File: src/rtl/data_cache_pkg.sv
// Shared types and geometry for the direct-mapped write-back data cache.
// Address split: tag = addr[31:8], index = addr[7:4], word offset = addr[3:2].
package dcache_pkg;

  localparam int unsigned OFFSET_W    = 2;
  localparam int unsigned INDEX_W     = 4;
  localparam int unsigned TAG_W       = 24;
  localparam int unsigned LINE_ADDR_W = 28;
  localparam int unsigned WORD_W      = 32;
  localparam int unsigned LINE_W      = 128;

  typedef enum logic [1:0] {
    IDLE,
    WRITEBACK,
    FILL_REQ,
    FILL_WAIT
  } state_t;

  function automatic logic [WORD_W-1:0] line_word(input logic [LINE_W-1:0] line,
                                                  input logic [OFFSET_W-1:0] off);
    return line[{off, 5'b0} +: WORD_W];
  endfunction

endpackage

File: src/rtl/data_cache_if.sv
// CPU request/response and backing-memory bus of the data cache.
// The cache uses the slave modport; the CPU/memory side uses master.
interface data_cache_if;
  import dcache_pkg::*;

  logic                   is_input_valid;
  logic [31:0]            addr;
  logic                   mem_read;
  logic                   mem_write;
  logic [WORD_W-1:0]      din;
  logic                   is_ready;
  logic                   is_output_valid;
  logic [WORD_W-1:0]      dout;
  logic                   is_hit;

  logic                   mem_req_valid;
  logic                   mem_req_write;
  logic [LINE_ADDR_W-1:0] mem_req_addr;
  logic [LINE_W-1:0]      mem_req_data;
  logic                   mem_req_ready;
  logic                   mem_resp_valid;
  logic [LINE_W-1:0]      mem_resp_data;

  modport slave (
    input  is_input_valid, addr, mem_read, mem_write, din,
           mem_req_ready, mem_resp_valid, mem_resp_data,
    output is_ready, is_output_valid, dout, is_hit,
           mem_req_valid, mem_req_write, mem_req_addr, mem_req_data
  );

  modport master (
    output is_input_valid, addr, mem_read, mem_write, din,
           mem_req_ready, mem_resp_valid, mem_resp_data,
    input  is_ready, is_output_valid, dout, is_hit,
           mem_req_valid, mem_req_write, mem_req_addr, mem_req_data
  );

endinterface

File: src/rtl/data_cache_array.sv
// Tag/valid/dirty/data storage: one combinational read port, one write port
// that either installs a whole clean line or updates one word and marks it dirty.
module dcache_array
  import dcache_pkg::*;
#(
  parameter int unsigned NUM_SETS = 16
) (
  input  logic                clk,
  input  logic                reset,
  input  logic [INDEX_W-1:0]  rd_index,
  output logic [TAG_W-1:0]    rd_tag,
  output logic                rd_valid,
  output logic                rd_dirty,
  output logic [LINE_W-1:0]   rd_line,
  input  logic [INDEX_W-1:0]  wr_index,
  input  logic                line_we,
  input  logic [TAG_W-1:0]    line_tag,
  input  logic [LINE_W-1:0]   line_data,
  input  logic                word_we,
  input  logic [OFFSET_W-1:0] word_off,
  input  logic [WORD_W-1:0]   word_data
);

  logic [TAG_W-1:0]    tags  [NUM_SETS];
  logic [LINE_W-1:0]   lines [NUM_SETS];
  logic [NUM_SETS-1:0] valid;
  logic [NUM_SETS-1:0] dirty;

  assign rd_tag   = tags[rd_index];
  assign rd_line  = lines[rd_index];
  assign rd_valid = valid[rd_index];
  assign rd_dirty = dirty[rd_index];

  always_ff @(posedge clk or negedge reset) begin
    if (!reset) begin
      valid <= '0;
      dirty <= '0;
    end else if (line_we) begin
      valid[wr_index] <= 1'b1;
      dirty[wr_index] <= 1'b0;
    end else if (word_we) begin
      dirty[wr_index] <= 1'b1;
    end
  end

  // Payload needs no reset: it is only observed through a set valid bit.
  always_ff @(posedge clk) begin
    if (line_we) begin
      tags[wr_index]  <= line_tag;
      lines[wr_index] <= line_data;
    end else if (word_we) begin
      lines[wr_index][{word_off, 5'b0} +: WORD_W] <= word_data;
    end
  end

endmodule

File: src/rtl/data_cache.sv
// Blocking direct-mapped write-back/write-allocate data cache: hits complete in
// the request cycle, misses run optional writeback then line fill, then replay.
module data_cache
  import dcache_pkg::*;
#(
  parameter int unsigned LINE_BYTES = 16,
  parameter int unsigned NUM_SETS   = 16,
  parameter int unsigned CNT_W      = 32
) (
  input  logic             clk,
  input  logic             reset,
  data_cache_if.slave      bus,
  output logic [CNT_W-1:0] access_count,
  output logic [CNT_W-1:0] hit_count
);

  localparam int unsigned LINE_BITS = LINE_BYTES * 8;

  state_t               state;
  logic [TAG_W-1:0]     lat_tag;
  logic [INDEX_W-1:0]   lat_index;
  logic                 replay;

  logic [TAG_W-1:0]     req_tag;
  logic [INDEX_W-1:0]   req_index;
  logic [OFFSET_W-1:0]  req_off;
  logic                 req;
  logic                 hit;
  logic                 complete;
  logic                 unused_addr_bits;

  logic [INDEX_W-1:0]   rd_index;
  logic [TAG_W-1:0]     rd_tag;
  logic                 rd_valid;
  logic                 rd_dirty;
  logic [LINE_BITS-1:0] rd_line;
  logic [INDEX_W-1:0]   wr_index;
  logic                 line_we;
  logic                 word_we;

  assign req_tag          = bus.addr[31:8];
  assign req_index        = bus.addr[7:4];
  assign req_off          = bus.addr[3:2];
  assign unused_addr_bits = ^bus.addr[1:0];

  assign req      = bus.is_input_valid && (bus.mem_read || bus.mem_write);
  assign rd_index = (state == IDLE) ? req_index : lat_index;
  assign hit      = (state == IDLE) && rd_valid && (rd_tag == req_tag);
  assign complete = req && hit;

  assign bus.is_ready        = (state == IDLE);
  assign bus.is_hit          = hit;
  assign bus.is_output_valid = complete;
  assign bus.dout            = line_word(rd_line, req_off);

  assign line_we  = (state == FILL_WAIT) && bus.mem_resp_valid;
  assign word_we  = complete && bus.mem_write;
  assign wr_index = line_we ? lat_index : req_index;

  dcache_array #(
    .NUM_SETS (NUM_SETS)
  ) u_array (
    .clk       (clk),
    .reset     (reset),
    .rd_index  (rd_index),
    .rd_tag    (rd_tag),
    .rd_valid  (rd_valid),
    .rd_dirty  (rd_dirty),
    .rd_line   (rd_line),
    .wr_index  (wr_index),
    .line_we   (line_we),
    .line_tag  (lat_tag),
    .line_data (bus.mem_resp_data),
    .word_we   (word_we),
    .word_off  (req_off),
    .word_data (bus.din)
  );

  always_ff @(posedge clk or negedge reset) begin
    if (!reset) begin
      state             <= IDLE;
      lat_tag           <= '0;
      lat_index         <= '0;
      replay            <= 1'b0;
      bus.mem_req_valid <= 1'b0;
      bus.mem_req_write <= 1'b0;
      bus.mem_req_addr  <= '0;
      bus.mem_req_data  <= '0;
      access_count      <= '0;
      hit_count         <= '0;
    end else begin
      if (complete) begin
        access_count <= access_count + 1'b1;
        if (!replay) hit_count <= hit_count + 1'b1;
      end
      case (state)
        IDLE: begin
          // The held request that missed returns here and hits; it must not count.
          replay <= req && !hit;
          if (req && !hit) begin
            lat_tag           <= req_tag;
            lat_index         <= req_index;
            bus.mem_req_valid <= 1'b1;
            if (rd_valid && rd_dirty) begin
              state            <= WRITEBACK;
              bus.mem_req_write <= 1'b1;
              bus.mem_req_addr  <= {rd_tag, req_index};
              bus.mem_req_data  <= rd_line;
            end else begin
              state            <= FILL_REQ;
              bus.mem_req_write <= 1'b0;
              bus.mem_req_addr  <= {req_tag, req_index};
            end
          end
        end
        WRITEBACK: begin
          if (bus.mem_req_ready) begin
            state            <= FILL_REQ;
            bus.mem_req_write <= 1'b0;
            bus.mem_req_addr  <= {lat_tag, lat_index};
          end
        end
        FILL_REQ: begin
          if (bus.mem_req_ready) begin
            state             <= FILL_WAIT;
            bus.mem_req_valid <= 1'b0;
          end
        end
        FILL_WAIT: begin
          if (bus.mem_resp_valid) state <= IDLE;
        end
        default: state <= IDLE;
      endcase
    end
  end

endmodule

File: src/flat_wrapper.sv
// flat-port wrapper written by rule: the top's interface ports become plain ports
module data_cache_flat import dcache_pkg::*;
#(
  parameter int unsigned LINE_BYTES = 16,
  parameter int unsigned NUM_SETS   = 16,
  parameter int unsigned CNT_W      = 32
)
  (clk, reset, access_count, hit_count, bus_is_input_valid, bus_addr, bus_mem_read, bus_mem_write, bus_din, bus_mem_req_ready, bus_mem_resp_valid, bus_mem_resp_data, bus_is_ready, bus_is_output_valid, bus_dout, bus_is_hit, bus_mem_req_valid, bus_mem_req_write, bus_mem_req_addr, bus_mem_req_data);
  data_cache_if bus_i ();
  input  logic clk;
  input  logic reset;
  output logic [CNT_W-1:0] access_count;
  output logic [CNT_W-1:0] hit_count;
  input wire logic [$bits(bus_i.is_input_valid)-1:0] bus_is_input_valid;
  input wire logic [$bits(bus_i.addr)-1:0] bus_addr;
  input wire logic [$bits(bus_i.mem_read)-1:0] bus_mem_read;
  input wire logic [$bits(bus_i.mem_write)-1:0] bus_mem_write;
  input wire logic [$bits(bus_i.din)-1:0] bus_din;
  input wire logic [$bits(bus_i.mem_req_ready)-1:0] bus_mem_req_ready;
  input wire logic [$bits(bus_i.mem_resp_valid)-1:0] bus_mem_resp_valid;
  input wire logic [$bits(bus_i.mem_resp_data)-1:0] bus_mem_resp_data;
  output wire logic [$bits(bus_i.is_ready)-1:0] bus_is_ready;
  output wire logic [$bits(bus_i.is_output_valid)-1:0] bus_is_output_valid;
  output wire logic [$bits(bus_i.dout)-1:0] bus_dout;
  output wire logic [$bits(bus_i.is_hit)-1:0] bus_is_hit;
  output wire logic [$bits(bus_i.mem_req_valid)-1:0] bus_mem_req_valid;
  output wire logic [$bits(bus_i.mem_req_write)-1:0] bus_mem_req_write;
  output wire logic [$bits(bus_i.mem_req_addr)-1:0] bus_mem_req_addr;
  output wire logic [$bits(bus_i.mem_req_data)-1:0] bus_mem_req_data;
  assign bus_i.is_input_valid = bus_is_input_valid;
  assign bus_i.addr = bus_addr;
  assign bus_i.mem_read = bus_mem_read;
  assign bus_i.mem_write = bus_mem_write;
  assign bus_i.din = bus_din;
  assign bus_i.mem_req_ready = bus_mem_req_ready;
  assign bus_i.mem_resp_valid = bus_mem_resp_valid;
  assign bus_i.mem_resp_data = bus_mem_resp_data;
  assign bus_is_ready = bus_i.is_ready;
  assign bus_is_output_valid = bus_i.is_output_valid;
  assign bus_dout = bus_i.dout;
  assign bus_is_hit = bus_i.is_hit;
  assign bus_mem_req_valid = bus_i.mem_req_valid;
  assign bus_mem_req_write = bus_i.mem_req_write;
  assign bus_mem_req_addr = bus_i.mem_req_addr;
  assign bus_mem_req_data = bus_i.mem_req_data;
  data_cache #(.LINE_BYTES(LINE_BYTES), .NUM_SETS(NUM_SETS), .CNT_W(CNT_W)) u_core (.clk(clk), .reset(reset), .bus(bus_i), .access_count(access_count), .hit_count(hit_count));
endmodule
File: config.mk
export PLATFORM = sky130hd
export DESIGN_NAME = data_cache_flat
export DESIGN_NICKNAME = d
export VERILOG_FILES = /design/src/rtl/data_cache_pkg.sv /design/src/rtl/data_cache_if.sv /design/src/rtl/data_cache_array.sv /design/src/rtl/data_cache.sv /design/src/flat_wrapper.sv
export SDC_FILE = /design/constraint.sdc
export NUM_CORES = 2
export LEC_CHECK = 0
export CAP_MARGIN = 20
export CORE_UTILIZATION = 45
export CTS_BUF_LIST = sky130_fd_sc_hd__clkbuf_2
export CTS_CLUSTER_DIAMETER = 40
export CTS_CLUSTER_SIZE = 12
export DETAILED_ROUTE_END_ITERATION = 10
export PLACE_DENSITY = 0.61
export SKIP_CTS_REPAIR_TIMING = 1
export SYNTH_ARGS = -nofsm -noshare
export SYNTH_HDL_FRONTEND = slang
export SYNTH_SLANG_ARGS = --single-unit
File: constraint.sdc
create_clock -name clk -period 13.9 [get_ports clk]
set_input_delay 2.78 -clock clk [delete_from_list [all_inputs] [get_ports clk]]
set_output_delay 2.78 -clock clk [all_outputs]
set_load 0.02 [all_outputs]
Word-level counts from Yosys, hierarchy flattened
Memory sizes are Yosys's and may differ from the RTL's.
Index checks and enable logic that the tools add are counted.

word-level totals
  register bits after elaboration = 285
  RAM bits = 2432
  output and inout bits = 257
  logic and storage cells = 344
  memories = 2

memories
  memory                depth  bits a word  read ports  clocked after Yosys merged registers in  wr ports  line                    RTL
  u_core.u_array.lines  16     128          1           0                                        1         data_cache_array.sv:25  logic [LINE_W-1:0] lines [NUM_SETS];
  u_core.u_array.tags   16     24           1           0                                        1         data_cache_array.sv:24  logic [TAG_W-1:0] tags [NUM_SETS];

cells by class
  $add $sub $neg = 3
  magnitude comparators = 3
  equal/unequal tests = 8
  shift operators = 3
  mux-type cells = 159
  bitwise operators = 133
  reductions and logical operators = 21

operators with widths
  operator                    count
  $mux W1                     139
  $mux W128                   1
  $or A1 B1 Y1                128
  $shift A32 B9 Y128 const A  1
  $shiftx A128 B8 Y32         1
  $shiftx A32 B9 Y128         1
  $mux W28                    3
  $add A32 B1 Y32 const B     2
  $pmux W28 S2                1
  $mux W16                    2
  $or A16 B16 Y16             2
  $eq A24 B24 Y1              1
  $and A16 B16 Y16            1
  $not A16 Y16                1
  $lt A4 B5 Y1 const B        2
  $mux W2                     5
  $logic_and A1 B1 Y1         9
  $neg A7 Y9                  1
  $reduce_and A3 Y1           3
  $bmux W1 S4                 2
  $mux W4                     2
  $pmux W2 S4                 1
  $ne A2 B2 Y1 const B        3
  $reduce_bool A2 Y1          3
  12 further kinds            15

Depth between registers and ports, before layout
  word-level depth = 12
  mapped depth = 21

By module
A second synthesis with hierarchy kept.

unflattened totals
  cells, all modules = 5216
  area total of the unflattened synthesis = 106614.8 um2

modules (own cells, without submodules)
  module        instances  cells an instance  area each (um2)  sequential area each (um2)
  dcache_array  1          4282               94901.0          73830.8
  data_cache    1          934                11713.7          6331.1

Worst setup path before layout
No wires, ideal clock.

  path kind = input to output
  start point = in bus_addr[4]
  end point = out bus_dout[16]
  arrival time = 6.444 ns
  setup slack = 4.676 ns
  cell stages on the path = 13
  path buffers = 8
  cell sequence = buf_2 > mux2i_4 > buf_2 > buf_2 > buf_2 > buf_1 > buf_2 > buf_1 > buf_1 > mux4_2 > nand2_1 > a31oi_1 > mux4_2

between the ends
  longest elaborated chain between the ends = 3

RTL lines
  what                 line                  RTL
  from (decl)          flat_wrapper.sv:15    input wire logic [$bits(bus_i.addr)-1:0] bus_addr;
  $mux W4              data_cache.sv:47      assign rd_index = (state == IDLE) ? req_index : lat_index;
  $mem_v2 Z16 W128     --
  $shiftx A128 B8 Y32  data_cache_pkg.sv:21  return line[{off, 5'b0} +: WORD_W];
  to (decl)            flat_wrapper.sv:24    output wire logic [$bits(bus_i.dout)-1:0] bus_dout;

Every way passes these cells.

Worst setup path in the final report
  start point = reg u_core.state[1]
  end point = out bus_dout[8]

between the ends
  longest elaborated chain between the ends = 4

RTL lines
  what                    line                  RTL
  from (decl)             data_cache.sv:19      state_t state;
  from (signal assigned)  data_cache.sv:81      state <= IDLE;
  from (signal assigned)  data_cache.sv:105     state <= WRITEBACK;
  from (signal assigned)  data_cache.sv:110     state <= FILL_REQ;
  $logic_not A2 Y1        data_cache.sv:47
  $mux W4                 data_cache.sv:47
  $mem_v2 Z16 W128        --
  $shiftx A128 B8 Y32     data_cache_pkg.sv:21

Every way passes these cells.

==> results.json <==
{
  "totalWireLength_um": 350000,
  "final_layout_size_suffix_gt1_share_pct": 24.7,
  "postLayoutSetupSlackWorst_ps": 2380,
  "clock_latency_ps": 2020,
  "tns_ps": 0,
  "ff2ff_path_depth": 16,
  "timing.hold.worst_endpoint": "u_core.u_array.valid[14]$_DFFE_PN0P_",
  "mappedNetlistArea_um2": 111000,
  "synth_xor_area_share_pct": 0.584,
  "cts_num_sinks": 2717,
  "yosysSeqAreaShare_pct": 72.3,
  "synth-edff-count": 2432,
  "post-route-min-period_ps": 11520,
  "postSynthCellCount": 6471,
  "critical-path-max-stage-delay_ps": 940,
  "ys_warn_count": 0,
  "number_of_global_route_vias_before_repair": 63541,
  "fin_worst_skew_ps": 171,
  "tritoncts": "done",
  "max_clock_freq_ghz": 0.0868,
  "ys_dominant_reg_cell": "sky130_fd_sc_hd__edfxtp_1",
  "routabilityCongestion": 0.880,
  "r2r_end": "u_core.u_array.lines[8][108]$_DFFE_PP_",
  "htree_num_levels": 5,
  "mappedNetlistNets": 6682,
  "core_area_um2": 244000,
  "io-pin-count": 456,
  "synth.avg_cell_area_um2": 17.1,
  "cp_cell_sequence": "inv_1 -> ha_4 -> buf_4 -> mux2i_4 -> buf_4 -> buf_4 -> mux4_2 -> nand2_1 -> and3_1 -> a31oi_1 -> mux4_2 -> clkdlybuf4s50_1",
  "dp.final_hpwl_um": 204000,
  "vias_per_cell": 6.10,
  "multi_input_area_um2": 29200,
  "timing.slew.headroom_pct": 11.9,
  "initial_cell_density_of_the_core_pct": 45.4,
  "floorplan.die.width_um": 498,
  "design.die.area_um2": 248000,
  "ant_nets": 0,
  "global_route.usage.met2_pct": 43.3,
  "synth_top_family_by_area": "multiplexers",
  "finish.cell_count_without_fillers": 10754,
  "grt_most_used_layer": "met2",
  "filler_cell_count": 20081,
  "layout_common_cells": "2432 x sky130_fd_sc_hd__edfxtp_1, 846 x sky130_fd_sc_hd__nand2_1, 556 x sky130_fd_sc_hd__mux4_2",
  "dp_cells": 9933,
  "timing_worst_setup_path_type": "reg2out",
  "power-per-cell-area_nw_per_um2": 208,
  "max_cap_viol": 0,
  "synthAdderAreaFrac_pct": 0.135,
  "synth_simple_gate_area_share_pct": 6.05,
  "std_cell_rows": 181,
  "synth_compound_area_share_pct": 3.94,
  "worst-slew-pin-transition_ps": 1320,
  "finalSetupViolCount": 0,
  "grt.overflow.total": 0,
  "critical_path.slowest_cell": "sky130_fd_sc_hd__a31oi_1",
  "drc": 0,
  "final_max_tran_viols": 0,
  "run_status": "finished clean",
  "post_synth_mux_area_share_pct": 14.9,
  "critPathCaptureType": "output port",
  "ff2ff_setup_slack_ps": 5130,
  "detailed_route_iter0_violations": 8748,
  "layout.cells.most_common": "sky130_fd_sc_hd__edfxtp_1",
  "crit_required_ps": 11120,
  "worstHoldPathType": "reg2reg",
  "asyncSetResetFlopFracSynth_pct": 10.5,
  "register_area_um2": 80200,
  "syn2layout_area_growth_pct": 14.0,
  "root_driver": "sky130_fd_sc_hd__clkbuf_2",
  "clk_transition_reported_paths_ps": 190,
  "synth.distinct_cells": 89,
  "groute.layer.met3.usage_pct": 5.82,
  "detailedPlace.worstSlack_ps": 3000,
  "critPathMaxFanout": 51,
  "vdd_drop_max_uv": 192,
  "rsz0062_at_grt": "no",
  "crit-reg2reg-launch": "u_core.state[1]$_DFFE_PN0P_",
  "holdPathStages": 1,
  "timing.critical_path.arrival_ps": 8740,
  "worst_setup_path_startpoint": "u_core.state[1]$_DFFE_PN0P_",
  "clock_tree.buffer_depth": 4,
  "dieHeight_um": 498,
  "crit_top_cell": "sky130_fd_sc_hd__buf_4",
  "start_kind": "flip-flop",
  "yosys_register_bits": 2717,
  "holdCritStartpoint": "u_core.u_array.valid[14]$_DFFE_PN0P_",
  "routed-via-count": 65613,
  "layout.nets": 7420,
  "post-route-period-util_pct": 82.9,
  "firstDrtPassIters": 6,
  "gr-usage-all-layers_pct": 27.9,
  "cts_inserted_buffers": 394,
  "power.static_leakage_nw": 43.6,
  "placement.io_buffers": 453,
  "grt_first_pass_wirelength_um": 487000,
  "grt_use_met1_pct": 37.6,
  "finalHoldViolCount": 0,
  "grt_antenna_before_repair": 27,
  "grt_start_max_net_pins": 120,
  "wire_per_inst_um": 32.6
}
[final cells by class]
class	count	share of cell area, %
Antenna cell	27	0.0534
Sequential cell	2717	63.4
Tap cell	3202	3.17
Multi-Input combinational cell	3190	23.1
Clock buffer	428	1.69
Timing Repair Buffer	741	5.50
Clock inverter	284	2.61
Inverter	165	0.490
[cells by family (layout without fill, tap and decap cells)]
kind of cell,Yosys count,count (layout)
flops,2717,2717
fa+ha+maj,12,12
compound gates,662,662
xor+xnor,74,74
buf+inv,564,1618
simple gates,1520,1520
other cells,0,27
mux,922,922
[how the worst max path moves through the flow]
stage,endpoint,slack [ps],cells after the start
2_1_floorplan,bus_dout[16],4680,13
3_3_place_gp,bus_is_output_valid,3020,11
3_5_place_dp,bus_is_output_valid,3000,11
4_1_cts,bus_dout[8],2200,12
5_1_grt,bus_dout[8],1920,12
6_report,bus_dout[8],2380,12
[power by group]
| part | switching [mW] | internal (mW) |
|---|---|---|
| logic | 6.87 | 4.12 |
| clock network | 3.18 | 2.12 |
| registers | 0.492 | 9.48 |
| total | 10.5 | 15.7 |
[flip-flops by register name, indices dropped and copies added (netlist names), 2 cells and up, named ones only]
register,flops
u_core.state,2
u_core.u_array.lines,2048
u_core.u_array.valid,16
u_core.bus.mem_req_addr,28
u_core.u_array.tags,384
u_core.lat_tag,24
u_core.hit_count,32
u_core.lat_index,4
u_core.bus.mem_req_data,128
u_core.access_count,32
[cell usage after synthesis, types with 10 or more instances]
cell,number,area (um^2)
sky130_fd_sc_hd__edfxtp_1,2432,73000
sky130_fd_sc_hd__nand2_1,847,3180
sky130_fd_sc_hd__mux4_2,556,12500
sky130_fd_sc_hd__dfrtp_1,285,7130
sky130_fd_sc_hd__nor2_1,247,927
sky130_fd_sc_hd__clkbuf_1,211,792
sky130_fd_sc_hd__mux2_2,179,2020
sky130_fd_sc_hd__mux2i_1,171,1710
sky130_fd_sc_hd__o21ai_0,166,831
sky130_fd_sc_hd__inv_1,161,604
sky130_fd_sc_hd__and3_1,143,895
sky130_fd_sc_hd__a31oi_1,141,882
sky130_fd_sc_hd__buf_1,86,323
sky130_fd_sc_hd__buf_2,64,320
sky130_fd_sc_hd__nor3_1,60,300
sky130_fd_sc_hd__a21oi_1,59,295
sky130_fd_sc_hd__xor2_1,58,508
sky130_fd_sc_hd__o211ai_1,55,413
sky130_fd_sc_hd__nand3_1,52,260
sky130_fd_sc_hd__nand2b_1,42,263
sky130_fd_sc_hd__o22ai_1,38,238
sky130_fd_sc_hd__nor2b_1,29,181
sky130_fd_sc_hd__a311oi_1,21,184
sky130_fd_sc_hd__nor4_1,21,131
sky130_fd_sc_hd__buf_4,19,143
sky130_fd_sc_hd__buf_6,19,214
sky130_fd_sc_hd__o31ai_1,18,135
sky130_fd_sc_hd__or2_2,18,113
sky130_fd_sc_hd__a22oi_1,17,128
sky130_fd_sc_hd__o21a_1,17,128
sky130_fd_sc_hd__xnor2_1,16,140
sky130_fd_sc_hd__o21bai_1,14,105
sky130_fd_sc_hd__nand4_1,13,81.3
sky130_fd_sc_hd__ha_1,12,150
sky130_fd_sc_hd__a211oi_1,11,82.6
sky130_fd_sc_hd__o221ai_1,11,96.3
sky130_fd_sc_hd__mux2_1,10,113
sky130_fd_sc_hd__o21ai_1,10,50.1
[stage by stage]
step,power [mW],instance area (um^2),hold WS (ps),util (%)
floorplan,16.2,111000,434,-
global placement,20.9,120000,445,49.2
detailed placement,21.0,120000,450,49.3
CTS,26.3,126000,490,51.5
global route,27.1,126000,504,51.8
finish,26.3,126000,488,51.8
[critical path, delay by kind of cell, from the launching register on]
family	cells	cell delay, ps
buf+inv	5	2980
compound gates	1	940
flops	1	440
mux	3	1380
fa+ha+maj	1	680
simple gates	2	270
[per-layer routing]
metal  share of wire, %  wire length, um  up-vias
met5                  0                0        -
met4                5.2            18200        0
met3                 10            35400      643
met2                 47           163000     3767
met1                 38           133000    34245
li1                   -                -    26958
Power figures use the tool's default switching activity.
